File: config.mk
export PLATFORM = sky130hd
export DESIGN_NAME = axi_write_arbiter
export DESIGN_NICKNAME = d
export VERILOG_FILES = /design/src/rtl/axi_write_arbiter.sv
export SDC_FILE = /design/constraint.sdc
export NUM_CORES = 1
export LEC_CHECK = 0
export CAP_MARGIN = 15
export CORE_AREA = 10 10 114 116
export CTS_CLUSTER_SIZE = 12
export DETAILED_ROUTE_END_ITERATION = 8
export DIE_AREA = 0 0 124 126
export MAX_ROUTING_LAYER = met4
export PLACE_DENSITY_LB_ADDON = 0.08
export SLEW_MARGIN = 10
export SYNTH_ARGS = -nofsm -noshare
export SYNTH_HDL_FRONTEND = slang
export SYNTH_SLANG_ARGS = --single-unit
export TNS_END_PERCENT = 10
File: constraint.sdc
create_clock -name clk -period 3.68 [get_ports clk]
set_input_delay 0.736 -clock clk [delete_from_list [all_inputs] [get_ports clk]]
set_output_delay 0.736 -clock clk [all_outputs]
set_load 0.05 [all_outputs]
File: src/rtl/axi_write_arbiter.sv
// Shares one downstream AXI write port (AW/W/B) between two requesters, one burst at a time.
// WLAST is regenerated from the latched burst length; requester WLAST disagreements pulse protocol_error.
module axi_write_arbiter #(
  parameter int PRIORITY_MODE = 0,
  parameter int DATA_W        = 32
) (
  input  logic              clk,
  input  logic              reset,
  input  logic              r0_awvalid_i,
  output logic              r0_awready_o,
  input  logic [31:0]       r0_awaddr_i,
  input  logic [7:0]        r0_awlen_i,
  input  logic              r0_wvalid_i,
  output logic              r0_wready_o,
  input  logic [DATA_W-1:0] r0_wdata_i,
  input  logic              r0_wlast_i,
  output logic              r0_bvalid_o,
  input  logic              r0_bready_i,
  output logic [1:0]        r0_bresp_o,
  output logic              r0_arready_o,
  output logic              r0_rvalid_o,
  output logic [DATA_W-1:0] r0_rdata_o,
  input  logic              r1_awvalid_i,
  output logic              r1_awready_o,
  input  logic [31:0]       r1_awaddr_i,
  input  logic [7:0]        r1_awlen_i,
  input  logic              r1_wvalid_i,
  output logic              r1_wready_o,
  input  logic [DATA_W-1:0] r1_wdata_i,
  input  logic              r1_wlast_i,
  output logic              r1_bvalid_o,
  input  logic              r1_bready_i,
  output logic [1:0]        r1_bresp_o,
  output logic              r1_arready_o,
  output logic              r1_rvalid_o,
  output logic [DATA_W-1:0] r1_rdata_o,
  output logic              d_awvalid_o,
  input  logic              d_awready_i,
  output logic [31:0]       d_awaddr_o,
  output logic [7:0]        d_awlen_o,
  output logic              d_wvalid_o,
  input  logic              d_wready_i,
  output logic [DATA_W-1:0] d_wdata_o,
  output logic              d_wlast_o,
  input  logic              d_bvalid_i,
  output logic              d_bready_o,
  input  logic [1:0]        d_bresp_i,
  output logic              d_arvalid_o,
  output logic              d_rready_o,
  output logic              protocol_error
);

  typedef enum logic [1:0] {
    ARBITRATE     = 2'd0,
    ISSUE_ADDRESS = 2'd1,
    ACTIVE_BURST  = 2'd2,
    WAIT_RESPONSE = 2'd3
  } state_e;

  localparam logic FIXED_PRIO = (PRIORITY_MODE == 32'sd1);

  state_e      state_q, state_d;
  logic        grant_q, grant_d;
  logic        last_grant_q, last_grant_d;
  logic [31:0] burst_address_q, burst_address_d;
  logic [7:0]  beats_left_q, beats_left_d;

  logic              pick_s;
  logic              g_wvalid_s;
  logic              g_wlast_s;
  logic              g_bready_s;
  logic [DATA_W-1:0] g_wdata_s;
  logic              last_beat_s;
  logic              beat_s;
  logic              b_done_s;

  // Contention: fixed mode always favours r0, round-robin favours whoever was not served last.
  assign pick_s      = (r0_awvalid_i && r1_awvalid_i) ? (FIXED_PRIO ? 1'b0 : ~last_grant_q)
                                                      : r1_awvalid_i;
  assign g_wvalid_s  = grant_q ? r1_wvalid_i : r0_wvalid_i;
  assign g_wlast_s   = grant_q ? r1_wlast_i  : r0_wlast_i;
  assign g_wdata_s   = grant_q ? r1_wdata_i  : r0_wdata_i;
  assign g_bready_s  = grant_q ? r1_bready_i : r0_bready_i;
  assign last_beat_s = (beats_left_q == 8'd0);
  assign beat_s      = (state_q == ACTIVE_BURST) && g_wvalid_s && d_wready_i;
  assign b_done_s    = (state_q == WAIT_RESPONSE) && d_bvalid_i && g_bready_s;

  assign r0_arready_o = 1'b0;
  assign r0_rvalid_o  = 1'b0;
  assign r0_rdata_o   = {DATA_W{1'b0}};
  assign r1_arready_o = 1'b0;
  assign r1_rvalid_o  = 1'b0;
  assign r1_rdata_o   = {DATA_W{1'b0}};
  assign d_arvalid_o  = 1'b0;
  assign d_rready_o   = 1'b0;

  // State and burst context registers.
  always_ff @(posedge clk or negedge reset) begin
    if (!reset) begin
      state_q         <= ARBITRATE;
      grant_q         <= 1'b0;
      last_grant_q    <= 1'b1;
      burst_address_q <= 32'd0;
      beats_left_q    <= 8'd0;
    end else begin
      state_q         <= state_d;
      grant_q         <= grant_d;
      last_grant_q    <= last_grant_d;
      burst_address_q <= burst_address_d;
      beats_left_q    <= beats_left_d;
    end
  end

  // Next-state and context update.
  always_comb begin
    state_d         = state_q;
    grant_d         = grant_q;
    last_grant_d    = last_grant_q;
    burst_address_d = burst_address_q;
    beats_left_d    = beats_left_q;
    case (state_q)
      ARBITRATE: begin
        if (r0_awvalid_i || r1_awvalid_i) begin
          grant_d         = pick_s;
          burst_address_d = pick_s ? r1_awaddr_i : r0_awaddr_i;
          beats_left_d    = pick_s ? r1_awlen_i  : r0_awlen_i;
          state_d         = ISSUE_ADDRESS;
        end else begin
          state_d = ARBITRATE;
        end
      end
      ISSUE_ADDRESS: begin
        if (d_awready_i) begin
          state_d = ACTIVE_BURST;
        end else begin
          state_d = ISSUE_ADDRESS;
        end
      end
      ACTIVE_BURST: begin
        if (beat_s && last_beat_s) begin
          state_d = WAIT_RESPONSE;
        end else if (beat_s) begin
          beats_left_d = beats_left_q - 8'd1;
        end else begin
          state_d = ACTIVE_BURST;
        end
      end
      WAIT_RESPONSE: begin
        if (b_done_s) begin
          last_grant_d = grant_q;
          state_d      = ARBITRATE;
        end else begin
          state_d = WAIT_RESPONSE;
        end
      end
      default: begin
        state_d = ARBITRATE;
      end
    endcase
  end

  // Channel steering: only the granted requester ever sees a ready/valid from downstream.
  always_comb begin
    r0_awready_o   = 1'b0;
    r1_awready_o   = 1'b0;
    r0_wready_o    = 1'b0;
    r1_wready_o    = 1'b0;
    r0_bvalid_o    = 1'b0;
    r1_bvalid_o    = 1'b0;
    r0_bresp_o     = 2'b00;
    r1_bresp_o     = 2'b00;
    d_awvalid_o    = 1'b0;
    d_awaddr_o     = burst_address_q;
    d_awlen_o      = beats_left_q;
    d_wvalid_o     = 1'b0;
    d_wdata_o      = {DATA_W{1'b0}};
    d_wlast_o      = 1'b0;
    d_bready_o     = 1'b0;
    protocol_error = 1'b0;
    case (state_q)
      ARBITRATE: begin
        d_awvalid_o = 1'b0;
      end
      ISSUE_ADDRESS: begin
        d_awvalid_o  = 1'b1;
        r0_awready_o = ~grant_q & d_awready_i;
        r1_awready_o = grant_q & d_awready_i;
      end
      ACTIVE_BURST: begin
        d_wvalid_o     = g_wvalid_s;
        d_wdata_o      = g_wdata_s;
        d_wlast_o      = last_beat_s;
        r0_wready_o    = ~grant_q & d_wready_i;
        r1_wready_o    = grant_q & d_wready_i;
        protocol_error = beat_s && (g_wlast_s != last_beat_s);
      end
      WAIT_RESPONSE: begin
        d_bready_o  = g_bready_s;
        r0_bvalid_o = ~grant_q & d_bvalid_i;
        r1_bvalid_o = grant_q & d_bvalid_i;
        r0_bresp_o  = grant_q ? 2'b00 : d_bresp_i;
        r1_bresp_o  = grant_q ? d_bresp_i : 2'b00;
      end
      default: begin
        d_awvalid_o = 1'b0;
      end
    endcase
  end

endmodule

### Yosys cells after proc, flatten, opt, wreduce, memory -nomap -nowiden

Cells that the tools add are included.
W data, S select, Z words.

| storage, ports and cells | value |
|---|---|
| bits in registers | 44 |
| bits of input ports | 159 |
| output and inout bits | 157 |
| logic and storage cells | 69 |

| cells by class | value |
|---|---|
| $add $sub $neg | 1 |
| equality and inequality tests | 8 |
| mux-type cells | 33 |
| bitwise logic cells | 8 |
| reduce and logical (&&, ||, !) cells | 14 |

Operator list:

| operator | number |
|---|---|
| $mux W32 | 3 |
| $mux W8 | 4 |
| $mux W1 | 16 |
| $mux W2 | 8 |
| $pmux W8 S2 | 1 |
| $logic_not A8 Y1 | 1 |
| $pmux W2 S4 | 1 |
| $sub A8 B1 Y8 const B | 1 |
| $logic_and A1 B1 Y1 | 7 |
| $and A1 B1 Y1 | 6 |
| $ne A2 B2 Y1 const B | 3 |
| $eq A2 B2 Y1 const B | 2 |
| $reduce_and A2 Y1 | 2 |
| $reduce_and A4 Y1 | 1 |
| $ne A3 B2 Y1 const B | 1 |
| $eq A2 B1 Y1 const B | 1 |
| $logic_not A2 Y1 | 1 |
| $not A1 Y1 | 2 |
| $reduce_bool A2 Y1 | 1 |
| $logic_or A1 B1 Y1 | 1 |
| $ne A1 B1 Y1 | 1 |

### Depth between registers and ports, before layout

| depth | value |
|---|---|
| word-level depth | 6 |
| depth in mapped cells | 7 |
| gate-level depth less buffers | 6 |

### Worst setup path after synthesis

OpenSTA, ideal clock, no wires.

| timing | value |
|---|---|
| path type | reg2out |
| start point | register beats_left_q[0] (netlist: d_awlen_o[0]) |
| end point | output port protocol_error |
| arrival time | 2.133 ns |
| required time | 2.944 ns |
| path slack | 0.811 ns |
| stages on the path, launching flop included | 7 |
| path buffers | 0 |
| cell sequence | dfrtp_1 > inv_1 > ha_1 > nor4b_4 > nand2_1 > xnor2_1 > nor2_1 |

| between the ends | value |
|---|---|
| word-level cells in the longest chain between the ends | 4 |

RTL lines:

| element | line | RTL |
|---|---|---|
| start: declaration | 66 | `logic [7:0] beats_left_q, beats_left_d;` |
| start signal: assignment | 110 | `beats_left_q <= beats_left_d;` |
| $logic_not A8 Y1 | 84 | `assign last_beat_s = (beats_left_q == 8'd0);` |
| $ne A1 B1 Y1 | 195 | `protocol_error = beat_s && (g_wlast_s != last_beat_s);` |
| $logic_and A1 B1 Y1 | 195 |  |
| $mux W1 | 180 | `case (state_q)` |
| end: declaration | 50 | `output logic protocol_error` |

Every way passes these cells.

### Worst setup path after layout

| timing | value |
|---|---|
| start point | input port d_wready_i |
| end point | output port r0_wready_o |

| between the ends | value |
|---|---|
| word-level cells in the longest chain between the ends | 2 |

RTL lines:

| element | line | RTL |
|---|---|---|
| start: declaration | 42 | `input logic d_wready_i,` |
| $and A1 B1 Y1 | 193 | `r0_wready_o = ~grant_q & d_wready_i;` |
| $mux W1 | 180 |  |
| end: declaration | 14 | `output logic r0_wready_o,` |

Every way passes these cells.

==> flow_summary.toml <==
[final_layout]
fin_util_pct = 54.32
final_area_um2 = 5811
final_cells = 806
mostFrequentLayoutCells = "clkdlybuf4s50_1 (243), nand2_1 (76), nor2_1 (76)"
drive_gt1_share_pct = 4.655
antenna_cells = 0
layout_commonest_cell = "clkdlybuf4s50_1"
syn_to_final_growth_pct = 70.99
nNetsFinal = 825

[place]
placed_area_um2 = 5718
dp_hpwl_um = 12780
io_buffers = 245
place_congestion = 0.8845
dpl.cell_count = 798

[route]
drtPass1Iterations = 4
viasPerCell = 4.509
wl_um = 15300
wl_per_cell_um = 18.99
via_count = 3634
drcViolationCount = 0
ant_nets = 0
drtIter0Drc = 208

[worst_setup_path]
cp_common_cell = "clkdlybuf4s50_1"
arrival_ps = 2380
worst_path_dominant_cell_family = "buffers and inverters"
cp_data_required_time_ps = 2940
crit_chain = "clkdlybuf4s50_1 -> nand3b_1 -> nor2_1 -> clkdlybuf4s50_1"
slowest_stage = "clkdlybuf4s50_1"
end_kind = "output pin"
critPathKind = "primary input to output pin"
crit_fanout = 3
critPathMaxStageDelay_ps = 830
path_buf_inv = 2
startpoint_type = "primary input"

[power]
power.leakage_nw = 2.448
p_per_area_nw_per_um2 = 869.7
ir_drop_mv = 0.4744
power.total_mw = 5.053

[sta]
max_freq_mhz = 320.6
setup_violations = 0
setup_tns_ps = 0
hold_violations = 0
fin_skew_ps = 10.80
worst_pin_slew_ps = 1022
rsz0062_at_grt = "no"
finalCritPeriodShare_pct = 84.77
slew_headroom_pct = 31.83
drv_slew = 0
fin_crit_ps = 3120

[floorplan]
die_x_um = 124
core_um2 = 10700
die_y_um = 126
rows = 38
io_pins = 316
start_util_pct = 31.77
die_area_um2 = 15620

[cts]
root_buffer = "clkbuf_8"
htree_levels = 2
clock_latency_ps = 300
cts_hold_buf = 0
path_clk_slew_ps = 90
cts_max_path_buffers = 2
cts_resized = 0
cts_tree = "done"
cts_sinks = 44
cts_setup_buffers = 0
numCtsBuffers = 5

[yosys]
ys.flop_type = "dfrtp_1"
async_flop_share_pct = 100.0
ys.warnings.count = 0
syn_inst = 431
syn_area_per_cell_um2 = 7.885
synth_edf_count = 0
seq_area_frac_synth_pct = 32.44
ys_types = 47
ys_ff_latch = 44
syn-cell-area_um2 = 3398

[outcome]
status = "finished, final reports clean"

[global_routing]
overflow = 0
grt_use_met1_pct = 19.99
grt_pass1_wl_um = 21910
grtUsageTotal_pct = 18.29
grt_pass1_vias = 3644
use_met2_pct = 33.33
grt_start_max_net_pins = 45
grt-busiest-layer = "met2"
antenna_found_initial = 0
grtUsageMet3_pct = 4.111

[run]
maxCapViolCount = 0

[hold_path]
hp-class = "flip-flop to flip-flop"
cell usage after synthesis (2+ instances only):
library cell / instances / area share, %
buf_6: 2 / 0.66
inv_1: 3 / 0.33
a31oi_1: 33 / 6.1
nand2b_1: 2 / 0.37
or4_1: 2 / 0.44
nor3_1: 4 / 0.59
nor3b_1: 3 / 0.66
clkbuf_1: 17 / 1.9
buf_4: 70 / 15
or2_2: 2 / 0.37
o21ai_0: 2 / 0.29
a32o_1: 4 / 1.2
nand3_1: 5 / 0.74
buf_1: 5 / 0.55
nor2_1: 76 / 8.4
nand3b_1: 2 / 0.44
nand2_1: 76 / 8.4
a211oi_1: 2 / 0.44
and2_1: 2 / 0.37
and3_1: 5 / 0.92
dfrtp_1: 43 / 32
a21oi_1: 5 / 0.74
nor2b_1: 4 / 0.74
buf_2: 2 / 0.29
o22ai_1: 2 / 0.37
mux2i_1: 37 / 11
state kept, by name, summed over array words and instances, names as in the netlist:
| signal | flops |
|---|---|
| last_grant_q | 1 |
| grant_q | 1 |
| d_awlen_o | 8 |
| d_awaddr_o | 32 |
| state_q | 2 |
power breakdown:
part | internal [mW] | total (mW) | switching [mW]
clock network | 0.150 | 0.321 | 0.171
logic | 1.28 | 3.77 | 2.49
registers | 0.730 | 0.966 | 0.236
total | 2.16 | 5.05 | 2.90
per-layer routing:
layer / share of wire [%] / wire, µm / up-vias
li1: - / - / 1782
met1: 39 / 5917 / 1661
met2: 52 / 8016 / 187
met3: 8.4 / 1285 / 4
met4: 0.56 / 85 / 0
met5: 0 / 0 / -
final timing paths:
kind / start / end / slack, ps / cells after the start
min reg2reg: d_awaddr_o[13]$_DFFE_PN0P_ / d_awaddr_o[13]$_DFFE_PN0P_ / 550 / 2
min in group asynchronous: reset / d_awaddr_o[17]$_DFFE_PN0P_ / 610 / 1
max reg2reg: grant_q$_DFFE_PN0P_ / d_awlen_o[1]$_DFFE_PN0P_ / 1410 / 4
min: d_awaddr_o[13]$_DFFE_PN0P_ / d_awaddr_o[13]$_DFFE_PN0P_ / 550 / 2
max in group asynchronous: reset / grant_q$_DFFE_PN0P_ / 2360 / 1
max: d_wready_i / r0_wready_o / 560 / 4
layout make-up:
cell class / instances / area [µm²]
Clock inverter: 2 / 10.01
Clock buffer: 6 / 82.58
Multi-Input combinational cell: 357 / 1916
Timing Repair Buffer: 254 / 2512
Fill cell: 1024 / 4887
Inverter: 3 / 11.26
Tap cell: 140 / 175.2
Sequential cell: 44 / 1104
metrics by stage:
| stage | setup slack, ps | hold WS (ps) |
|---|---|---|
| 6_report | 560.5 | 553.7 |
| 5_1_grt | 377.6 | 577.7 |
| 4_1_cts | 521.4 | 556.2 |
| 3_5_place_dp | 526.6 | 540.0 |
| 3_3_place_gp | 548.7 | 529.3 |
| 2_1_floorplan | 810.5 | 440.4 |
cells by family (layout without fill, tap and decap cells):
| group | Yosys count | in the layout | share of synthesized area, % |
|---|---|---|---|
| simple gates | 186 | 186 | 23.60 |
| buf+inv | 99 | 265 | 19.18 |
| compound gates | 61 | 61 | 12.70 |
| flops | 44 | 44 | 32.44 |
| mux | 38 | 38 | 11.34 |
| fa+ha+maj | 1 | 1 | 0.3681 |
| other cells | 1 | 70 | 0.1104 |
| xor+xnor | 1 | 1 | 0.2578 |
worst reg2reg max path, cell delays in order, from the launching register on:
cell      delay, ps
dfrtp_2         740
mux2i_1         280
a211oi_4        500
or2_1           320
mux2_4          320
(Power assumes the default switching activity.)
